### config.mk
export PLATFORM = sky130hd
export DESIGN_NAME = route_loop_sequencer
export DESIGN_NICKNAME = d
export VERILOG_FILES = /design/src/rtl/route_loop_pkg.sv /design/src/rtl/route_loop_settle_cnt.sv /design/src/rtl/route_loop_sequencer.sv
export SDC_FILE = /design/constraint.sdc
export NUM_CORES = 1
export LEC_CHECK = 0
export ABC_CLOCK_PERIOD_IN_PS = 2500
export BUFFER_PORTS_ARGS = -buffer_cell sky130_fd_sc_hd__buf_2
export CORE_ASPECT_RATIO = 0.6
export CORE_MARGIN = 1.5
export CORE_UTILIZATION = 35
export DETAILED_ROUTE_END_ITERATION = 7
export GPL_TIMING_DRIVEN = 0
export REMOVE_ABC_BUFFERS = 1
export SLEW_MARGIN = 0
export SYNTH_ARGS = -nofsm -noshare
export SYNTH_HDL_FRONTEND = slang
export SYNTH_SLANG_ARGS = --single-unit
### constraint.sdc
create_clock -name clk -period 2.5 [get_ports clk]
set_input_delay 0.5 -clock clk [delete_from_list [all_inputs] [get_ports clk]]
set_output_delay 0.5 -clock clk [all_outputs]
set_load 0.01 [all_outputs]
### src/rtl/route_loop_pkg.sv
// Shared definitions for the route loop sequencer.
//   state_t  : sequencer FSM states (IDLE, DRIVE, SETTLE, CHECK, NEXT, DONE)
//   ERR_W    : width of the mismatch counter
//   ERR_SAT  : value at which the mismatch counter stops counting
package route_loop_pkg;

    typedef enum logic [2:0] {
        ST_IDLE   = 3'd0,
        ST_DRIVE  = 3'd1,
        ST_SETTLE = 3'd2,
        ST_CHECK  = 3'd3,
        ST_NEXT   = 3'd4,
        ST_DONE   = 3'd5
    } state_t;

    localparam int             ERR_W   = 8;
    localparam logic [ERR_W-1:0] ERR_SAT = 8'd255;

endpackage

### src/rtl/route_loop_settle_cnt.sv
// Settle timer: loadable down-counter with a zero flag.
// Ports:
//   clk, rst  : clock and asynchronous active-high reset
//   clr       : force count to 0
//   load      : load load_val (priority below clr)
//   dec       : decrement by one, stops at 0
//   load_val  : value to load
//   zero      : count is 0
module route_loop_settle_cnt #(
    parameter int W = 4
) (
    input  logic         clk,
    input  logic         rst,
    input  logic         clr,
    input  logic         load,
    input  logic         dec,
    input  logic [W-1:0] load_val,
    output logic         zero
);

    logic [W-1:0] count_reg;

    always_ff @(posedge clk or posedge rst) begin
        if (rst) begin
            count_reg <= '0;
        end else if (clr) begin
            count_reg <= '0;
        end else if (load) begin
            count_reg <= load_val;
        end else if (dec && (count_reg != '0)) begin
            count_reg <= count_reg - 1'b1;
        end
    end

    assign zero = (count_reg == '0);

endmodule

### src/rtl/route_loop_sequencer.sv
// Route loop sequencer: sweeps NPATH candidate route paths, drives an
// alternating 0,1,0,1... pattern of NBITS bits on each, waits SETTLE cycles
// and compares the loopback against the driven value.
// Optional feature macro: ROUTE_LOOP_ABORT_EN adds the abort input.
// Ports:
//   clk, rst   : clock and asynchronous active-high reset
//   start      : begin a sweep (only looked at in IDLE)
//   q_in       : loopback from the slice register
//   abort      : (ROUTE_LOOP_ABORT_EN only) drop back to IDLE, keep results
//   path_sel   : path under test
//   drv        : value presented to the slice LUT input
//   busy       : high in every state except IDLE
//   done       : one-cycle pulse at end of sweep
//   fail_mask  : per-path mismatch flags of the last sweep
//   err_cnt    : saturating mismatch count of the last sweep
module route_loop_sequencer
    import route_loop_pkg::*;
#(
    parameter int NPATH  = 4,
    parameter int SETTLE = 2,
    parameter int NBITS  = 4,
    localparam int PW    = (NPATH > 1) ? $clog2(NPATH) : 1
) (
    input  logic             clk,
    input  logic             rst,
    input  logic             start,
    input  logic             q_in,
`ifdef ROUTE_LOOP_ABORT_EN
    input  logic             abort,
`endif
    output logic [PW-1:0]    path_sel,
    output logic             drv,
    output logic             busy,
    output logic             done,
    output logic [NPATH-1:0] fail_mask,
    output logic [ERR_W-1:0] err_cnt
);

    localparam int BW = $clog2(NBITS);
    localparam int SW = 4;

    state_t           state_reg, state_next;
    logic [PW-1:0]    path_reg, path_next;
    logic [BW-1:0]    bit_reg, bit_next;
    logic             drv_reg, drv_next;
    logic [NPATH-1:0] fail_reg, fail_next;
    logic [ERR_W-1:0] err_reg, err_next;
    logic             cnt_clr, cnt_load, cnt_dec, cnt_zero;
    logic             abort_req;

`ifdef ROUTE_LOOP_ABORT_EN
    assign abort_req = abort;
`else
    assign abort_req = 1'b0;
`endif

    route_loop_settle_cnt #(.W(SW)) u_settle (
        .clk      (clk),
        .rst      (rst),
        .clr      (cnt_clr),
        .load     (cnt_load),
        .dec      (cnt_dec),
        .load_val (SW'(SETTLE - 1)),
        .zero     (cnt_zero)
    );

    always_ff @(posedge clk or posedge rst) begin
        if (rst) begin
            state_reg <= ST_IDLE;
            path_reg  <= '0;
            bit_reg   <= '0;
            drv_reg   <= 1'b0;
            fail_reg  <= '0;
            err_reg   <= '0;
        end else begin
            state_reg <= state_next;
            path_reg  <= path_next;
            bit_reg   <= bit_next;
            drv_reg   <= drv_next;
            fail_reg  <= fail_next;
            err_reg   <= err_next;
        end
    end

    always_comb begin
        state_next = state_reg;
        path_next  = path_reg;
        bit_next   = bit_reg;
        drv_next   = drv_reg;
        fail_next  = fail_reg;
        err_next   = err_reg;
        cnt_clr    = 1'b0;
        cnt_load   = 1'b0;
        cnt_dec    = 1'b0;

        // Abort leaves the partial fail_mask/err_cnt in place and skips DONE,
        // so no done pulse is produced for an aborted sweep.
        if (abort_req && (state_reg != ST_IDLE)) begin
            state_next = ST_IDLE;
            drv_next   = 1'b0;
        end else begin
            case (state_reg)
                ST_IDLE: begin
                    if (start) begin
                        state_next = ST_DRIVE;
                        path_next  = '0;
                        bit_next   = '0;
                        cnt_clr    = 1'b1;
                        fail_next  = '0;
                        err_next   = '0;
                    end
                end
                ST_DRIVE: begin
                    // Even bit indices drive 0, odd drive 1.
                    drv_next   = bit_reg[0];
                    cnt_load   = 1'b1;
                    state_next = ST_SETTLE;
                end
                ST_SETTLE: begin
                    if (cnt_zero) begin
                        state_next = ST_CHECK;
                    end else begin
                        cnt_dec = 1'b1;
                    end
                end
                ST_CHECK: begin
                    if (q_in != drv_reg) begin
                        fail_next[path_reg] = 1'b1;
                        if (err_reg != ERR_SAT) begin
                            err_next = err_reg + 1'b1;
                        end
                    end
                    state_next = ST_NEXT;
                end
                ST_NEXT: begin
                    if (bit_reg < BW'(NBITS - 1)) begin
                        bit_next   = bit_reg + 1'b1;
                        state_next = ST_DRIVE;
                    end else begin
                        bit_next = '0;
                        if (path_reg < PW'(NPATH - 1)) begin
                            path_next  = path_reg + 1'b1;
                            state_next = ST_DRIVE;
                        end else begin
                            state_next = ST_DONE;
                        end
                    end
                end
                ST_DONE: begin
                    drv_next   = 1'b0;
                    state_next = ST_IDLE;
                end
                default: begin
                    state_next = ST_IDLE;
                end
            endcase
        end
    end

    assign path_sel  = path_reg;
    assign drv       = drv_reg;
    assign busy      = (state_reg != ST_IDLE);
    assign done      = (state_reg == ST_DONE);
    assign fail_mask = fail_reg;
    assign err_cnt   = err_reg;

endmodule
==> flow_summary_export.csv, run 1 <==
group,metric,value,unit
run_status,status,"finished, final reports clean",
route,vias,1032,
clock_network,clk_latency,0.27,ns
layout,multi_input_area,651.9,µm²
floorplan,die_area,4169,µm²
layout,largest_reg_flops,8,
timing,relSlewSlack,36.97,%
timing,finalMaxSlewViolations,0,
critical_path,crit_fanout,15,
synth,synth_area,1323,µm²
route,wl,2832,µm
floorplan,ios,21,
timing,fin_ws,0.6239,ns
clock_network,path_clk_slew,0.09,ns
route,wl_per_cell,14.16,µm
clock_network,cts_setup_buffers,0,
placed_design,place.gp.congestion,0.8123,
timing,period_share,75.04,%
clock_network,cts_buffer_depth,2,
global_routing,antenna_found_initial,0,
synth,synthFlopType,"dfrtp_1",
timing,clock_skew,0.004139,ns
pwr,total_power,0.001444,W
global_routing,grt_pass1_wl,4836,µm
route,vias_per_cell,5.160,
floorplan,rows,17,
run,maxCapViolCount,0,
placed_design,placed_cells,196,
clock_network,clockRootBuffer,"clkbuf_8",
layout,area_delta_synth_final,13.15,%
clock_network,tritoncts,"done",
clock_network,hold_buffers,0,
critical_path,cp-start-kind,"flip-flop",
min_path,hp-class,"input port to async pin",
synth,synth_top_family_by_area,"simple AND/OR/NAND/NOR gates",
synth,synth-xor-area-share,2.649,%
clock_network,cts-buffers-inserted,3,
critical_path,endpoint_kind,"output pin",
clock_network,htreeDepth,1,
timing,max_freq,533.0,MHz
critical_path,crit_required,2.00,ns
layout,diodes,0,
synth,ys_ff_latch,24,
synth,yosys.area_share.simple,20.53,%
route,drtAntennaViolNets,0,
synth,ys_types,38,
timing,hold_violations,0,
pwr,p_leak,0.7258,nW
timing,worst_hold_slack,0.4235,ns
synth,synth_seq_area_share,45.41,%
layout,drive_above_1_share,17.65,%
placed_design,io_buffer_count,20,
timing,worst_slew_pin_slew,0.9445,ns
synth,synth-compound-area-share,16.46,%
timing,finalSetupTns,0,ns
layout,mostFrequentLayoutCell,"dfrtp_1",
timing,period_needed,1.876,ns
floorplan,die_w,82.36,µm
global_routing,grt_max_degree,25,
pwr,max-vdd-ir-drop,0.3451,mV
global_routing,grt_pass1_vias,972,
global_routing,gr-total-overflow,0,
critical_path,setup.worst_path.class,"flip-flop to output pin",
layout,stdcell_count,200,
route,drc,0,
layout,regArea,600.6,µm²
placed_design,preCtsSetupSlack,0.7162,ns
clock_network,cts-resized-gates,0,
synth,synth_mux_area_share,3.027,%
synth,ys_warn_count,0,
placed_design,hpwl,2091,µm
synth,synth_cells,135,
synth,async_reset_ff_share,100.0,%
layout,finalNetCount,165,
pwr,power.density,965.3,nW/µm²
layout,fillers,361,
synth,synth_edf_count,0,
timing,setup_viol_count_final,0,
route,drt_first_pass_iters,4,
floorplan,fp.dieH,50.62,µm
layout,final_cell_mix,"dfrtp_1, buf_2, nand2_1",
clock_network,cts.sinks,24,
route,drtIter0Drc,88,
floorplan,core_area,3637,µm²
timing,rsz0062_at_grt,"no",
floorplan,floorplan.initialDensity,36.36,%
synth,synth_fa_ha_area_share,6.623,%
critical_path,arrival,1.38,ns
synth,avgSynthCellArea,9.796,µm²
global_routing,grt_util_all_layers,15.73,%
where the power goes:
part	total [W]	internal [W]	switching, W
registers	0.000626	0.000480	0.000146
logic	0.000549	0.000247	0.000302
clock network	0.000269	0.000141	0.000129
total	0.00144	0.000868	0.000576
synthesized netlist by cell type (2+ instances only):
cell type	n	area, µm²
a21oi_1	10	50.05
a2bb2oi_1	2	17.52
a31oi_1	6	37.54
and3_1	3	18.77
and3b_1	2	17.52
buf_2	2	10.01
buf_6	2	22.52
clkbuf_1	2	7.510
dfrtp_1	24	600.6
ha_1	7	87.58
inv_1	8	30.03
mux2i_1	4	40.04
nand2_1	17	63.81
nand2b_1	2	12.51
nand3_1	2	10.01
nor2_1	10	37.54
nor2b_1	2	12.51
nor3_1	3	15.01
nor3b_1	2	15.01
o21a_1	2	15.01
o21ai_0	4	20.02
xnor2_1	2	17.52
xor2_1	2	17.52
kinds of logic (layout without fill, tap and decap cells):
group | after synthesis | in the layout
compound gates | 32 | 32
fa+ha+maj | 7 | 7
buf+inv | 14 | 32
flops | 24 | 24
mux | 4 | 4
xor+xnor | 4 | 4
simple gates | 50 | 50
final cells by class:
class | instances | share of cell area [%]
Timing Repair Buffer | 20 | 6.689
Tap cell | 47 | 3.930
Sequential cell | 24 | 40.13
Clock buffer | 4 | 3.679
Multi-Input combinational cell | 97 | 43.56
Inverter | 8 | 2.007
metrics by stage:
stage | area, µm² | util, %
5_1_grt | 1496 | 41.14
3_5_place_dp | 1441 | 39.63
6_report | 1496 | 41.14
3_3_place_gp | 1441 | 39.63
2_1_floorplan | 1282 | -
4_1_cts | 1496 | 41.14
routing by layer:
layer	vias up	wire length, µm	global-route usage, %
met4	0	33	5.367
li1	513	-	-
met2	31	1072	20.33
met5	-	0	0
met1	483	1561	24.55
met3	5	164	4.000
path summary, 6_finish.rpt:
path	from	endpoint	slack (ns)	cells after the start
setup / recovery	state_reg[2]	done	0.62	3
hold / removal	rst	err_cnt[1]	0.42	2
setup reg to reg	state_reg[2]	err_cnt[3]	0.69	4
hold reg to reg	bit_reg[1]	bit_reg[1]	0.50	1
max in group asynchronous	rst	err_cnt[5]	1.50	2
min in group clk	bit_reg[1]	bit_reg[1]	0.50	1
worst max-delay path: stages, from the launching register on:
cell and delay (ns):
dfrtp_1 0.66, inv_1 0.17, nor2_1 0.13, buf_2 0.14
Note: power is estimated with default switching activity, not from simulation.
==> run 2: changes to the inputs <==
- ABC_CLOCK_PERIOD_IN_PS: 2500 -> 1870
- clock period: 2.5 -> 1.87 ns (I/O delays scaled with it)
==> run 2 against run 1 <==
Sequential power rose by 34%. Via count fell by 0.29%. Cell count rose by 0.50%. Register-to-register slack got worse by 0.48 ns. Sequential share of layout area fell by 0.18 points. Wire length rose by 0.92%. Worst setup slack got worse by 0.42 ns. Critical path type unchanged. Count of clock-buffer cells in the layout did not move. Cell area rose by 0.67%. Utilization rose by 0.28 points.
==> flow_summary_export.csv, run 2 (synthesis results as in run 1) <==
group,metric,value,unit
layout,largest_reg_flops,8,
route,dr_wl_met3,121,µm
critical_path,endpoint_kind,"output pin",
critical_path,crit_required,1.50,ns
layout,finalNetCount,166,
route,highest_layer,"met4",
timing,clock_skew,0.004172,ns
timing,worst_slew_pin_slew,0.9472,ns
layout,final_cell_mix,"dfrtp_1, buf_2, nand2_1",
route,wl_met2,1085,µm
global_routing,gr-total-overflow,0,
layout,fillers,358,
layout,diodes,0,
route,drtAntennaViolNets,0,
timing,setup_viol_count_final,0,
critical_path,cp-start-kind,"flip-flop",
floorplan,rows,17,
critical_path,r2r_setup_slack,0.21,ns
layout,area_delta_synth_final,13.91,%
placed_design,postPlaceCellArea,1441,µm²
critical_path,max_stage_delay,0.52,ns
timing,finalSetupTns,0,ns
clock_network,cts.sinks,24,
critical_path,arrival,1.29,ns
timing,hold_violations,0,
global_routing,grt_pass1_wl,4836,µm
global_routing,grt_pass1_vias,972,
pwr,max-vdd-ir-drop,0.4611,mV
min_path,hp-class,"input port to async pin",
floorplan,die_area,4169,µm²
route,vias_per_cell,5.119,
route,wl_per_cell,14.22,µm
critical_path,rr_startpoint,"state_reg[0]",
global_routing,antenna_found_initial,0,
clock_network,tritoncts,"done",
critical_path,crit_fanout,11,
pwr,power.density,1292,nW/µm²
timing,worst_hold_slack,0.2986,ns
clock_network,clockRootBuffer,"clkbuf_8",
clock_network,cts_buffer_depth,2,
floorplan,floorplan.initialDensity,36.36,%
timing,rsz0062_at_grt,"no",
route,drt_first_pass_iters,4,
critical_path,rr_worst_depth,4,
timing,max_freq,599.2,MHz
clock_network,clk_latency,0.27,ns
timing,relSlewSlack,36.79,%
timing,period_share,89.25,%
run_status,status,"finished, final reports clean",
global_routing,grt_util_all_layers,15.73,%
floorplan,fp.dieH,50.62,µm
floorplan,die_w,82.36,µm
route,drc,0,
critical_path,cp_slowest_cell,"dfrtp_1",
critical_path,worstReg2RegEnd,"err_cnt[3]",
critical_path,setup.worst_path.class,"flip-flop to output pin",
placed_design,io_buffer_count,20,
timing,finalMaxSlewViolations,0,
clock_network,htreeDepth,1,
layout,final_cell_area,1506,µm²
global_routing,grt_max_degree,25,
pwr,p_leak,0.7290,nW
layout,drive_above_1_share,19.48,%
timing,period_needed,1.669,ns
clock_network,cts-buffers-inserted,3,
route,m1WireLength,1615,µm
floorplan,core_area,3637,µm²
layout,mostFrequentLayoutCell,"dfrtp_1",
floorplan,ios,21,
run,maxCapViolCount,0,
placed_design,hpwl,2091,µm
clock_network,path_clk_slew,0.09,ns
route,drtIter0Drc,116,
critical_path,path_cells,"nor2_1 -> nand2_1 -> buf_2",
layout,utilization,41.42,%
route,wl,2858,µm
route,vias,1029,
placed_design,place.gp.congestion,0.8123,
## run 2: changes by cell type in the layout (fill, tap and decap cells not counted)
cell,change
buf_4,+1
dfrtp_2,+1
and3b_1,-1
dfrtp_1,-1
and3b_2,+1
## run 2: through the flow
step	setup slack, ns	total power [W]	instances
detailed placement	0.09487	0.001584	196
finish	0.2010	0.001946	201
floorplan	0.3131	0.001354	129
global placement	0.1306	0.001551	196
global route	0.07062	0.002114	201
CTS	0.06916	0.001945	200
## run 2: power breakdown
| group | internal (W) | switching, W |
|---|---|---|
| clock network | 0.000188 | 0.000173 |
| registers | 0.000644 | 0.000197 |
| logic | 0.000340 | 0.000404 |
| total | 0.00117 | 0.000773 |
## run 2: layout make-up
type,instances,area (µm²),share of cell area [%]
timing repair buffer,21,107.6,7.143
multi-input combinational,97,653.1,43.36
sequential,24,601.8,39.95
tap,47,58.81,3.904
inverter,8,30.03,1.993
clock buffer,4,55.05,3.654
## run 2: critical path: cells and delay by family, from the launching register on
family | cells | cell delay (ns)
buffers and inverters | 1 | 0.14
AND/OR/NAND/NOR | 2 | 0.36
flip-flops | 1 | 0.52
## run 2: what timing repair did
action	4_1_cts	5_1_grt
hold buffers	0	0
gates resized for setup	0	2
endpoints found under the setup margin	0	9
endpoints found under the hold margin	0	0
setup buffers	0	1
## run 2: how the worst max path moves through the flow
stage / startpoint / to / slack, ns
floorplan: state_reg[0] / err_cnt[3] / 0.31
global placement: state_reg[2] / err_cnt[3] / 0.13
detailed placement: state_reg[2] / err_cnt[3] / 0.09
CTS: state_reg[2] / err_cnt[3] / 0.07
global route: state_reg[1] / err_cnt[3] / 0.07
finish: state_reg[0] / busy / 0.20
## run 2: layer usage
layer  track usage, %  vias up
met5                0        -
met3            4.000        7
met2            20.33       25
met4            5.367        0
met1            24.55      482
li1                 -      515
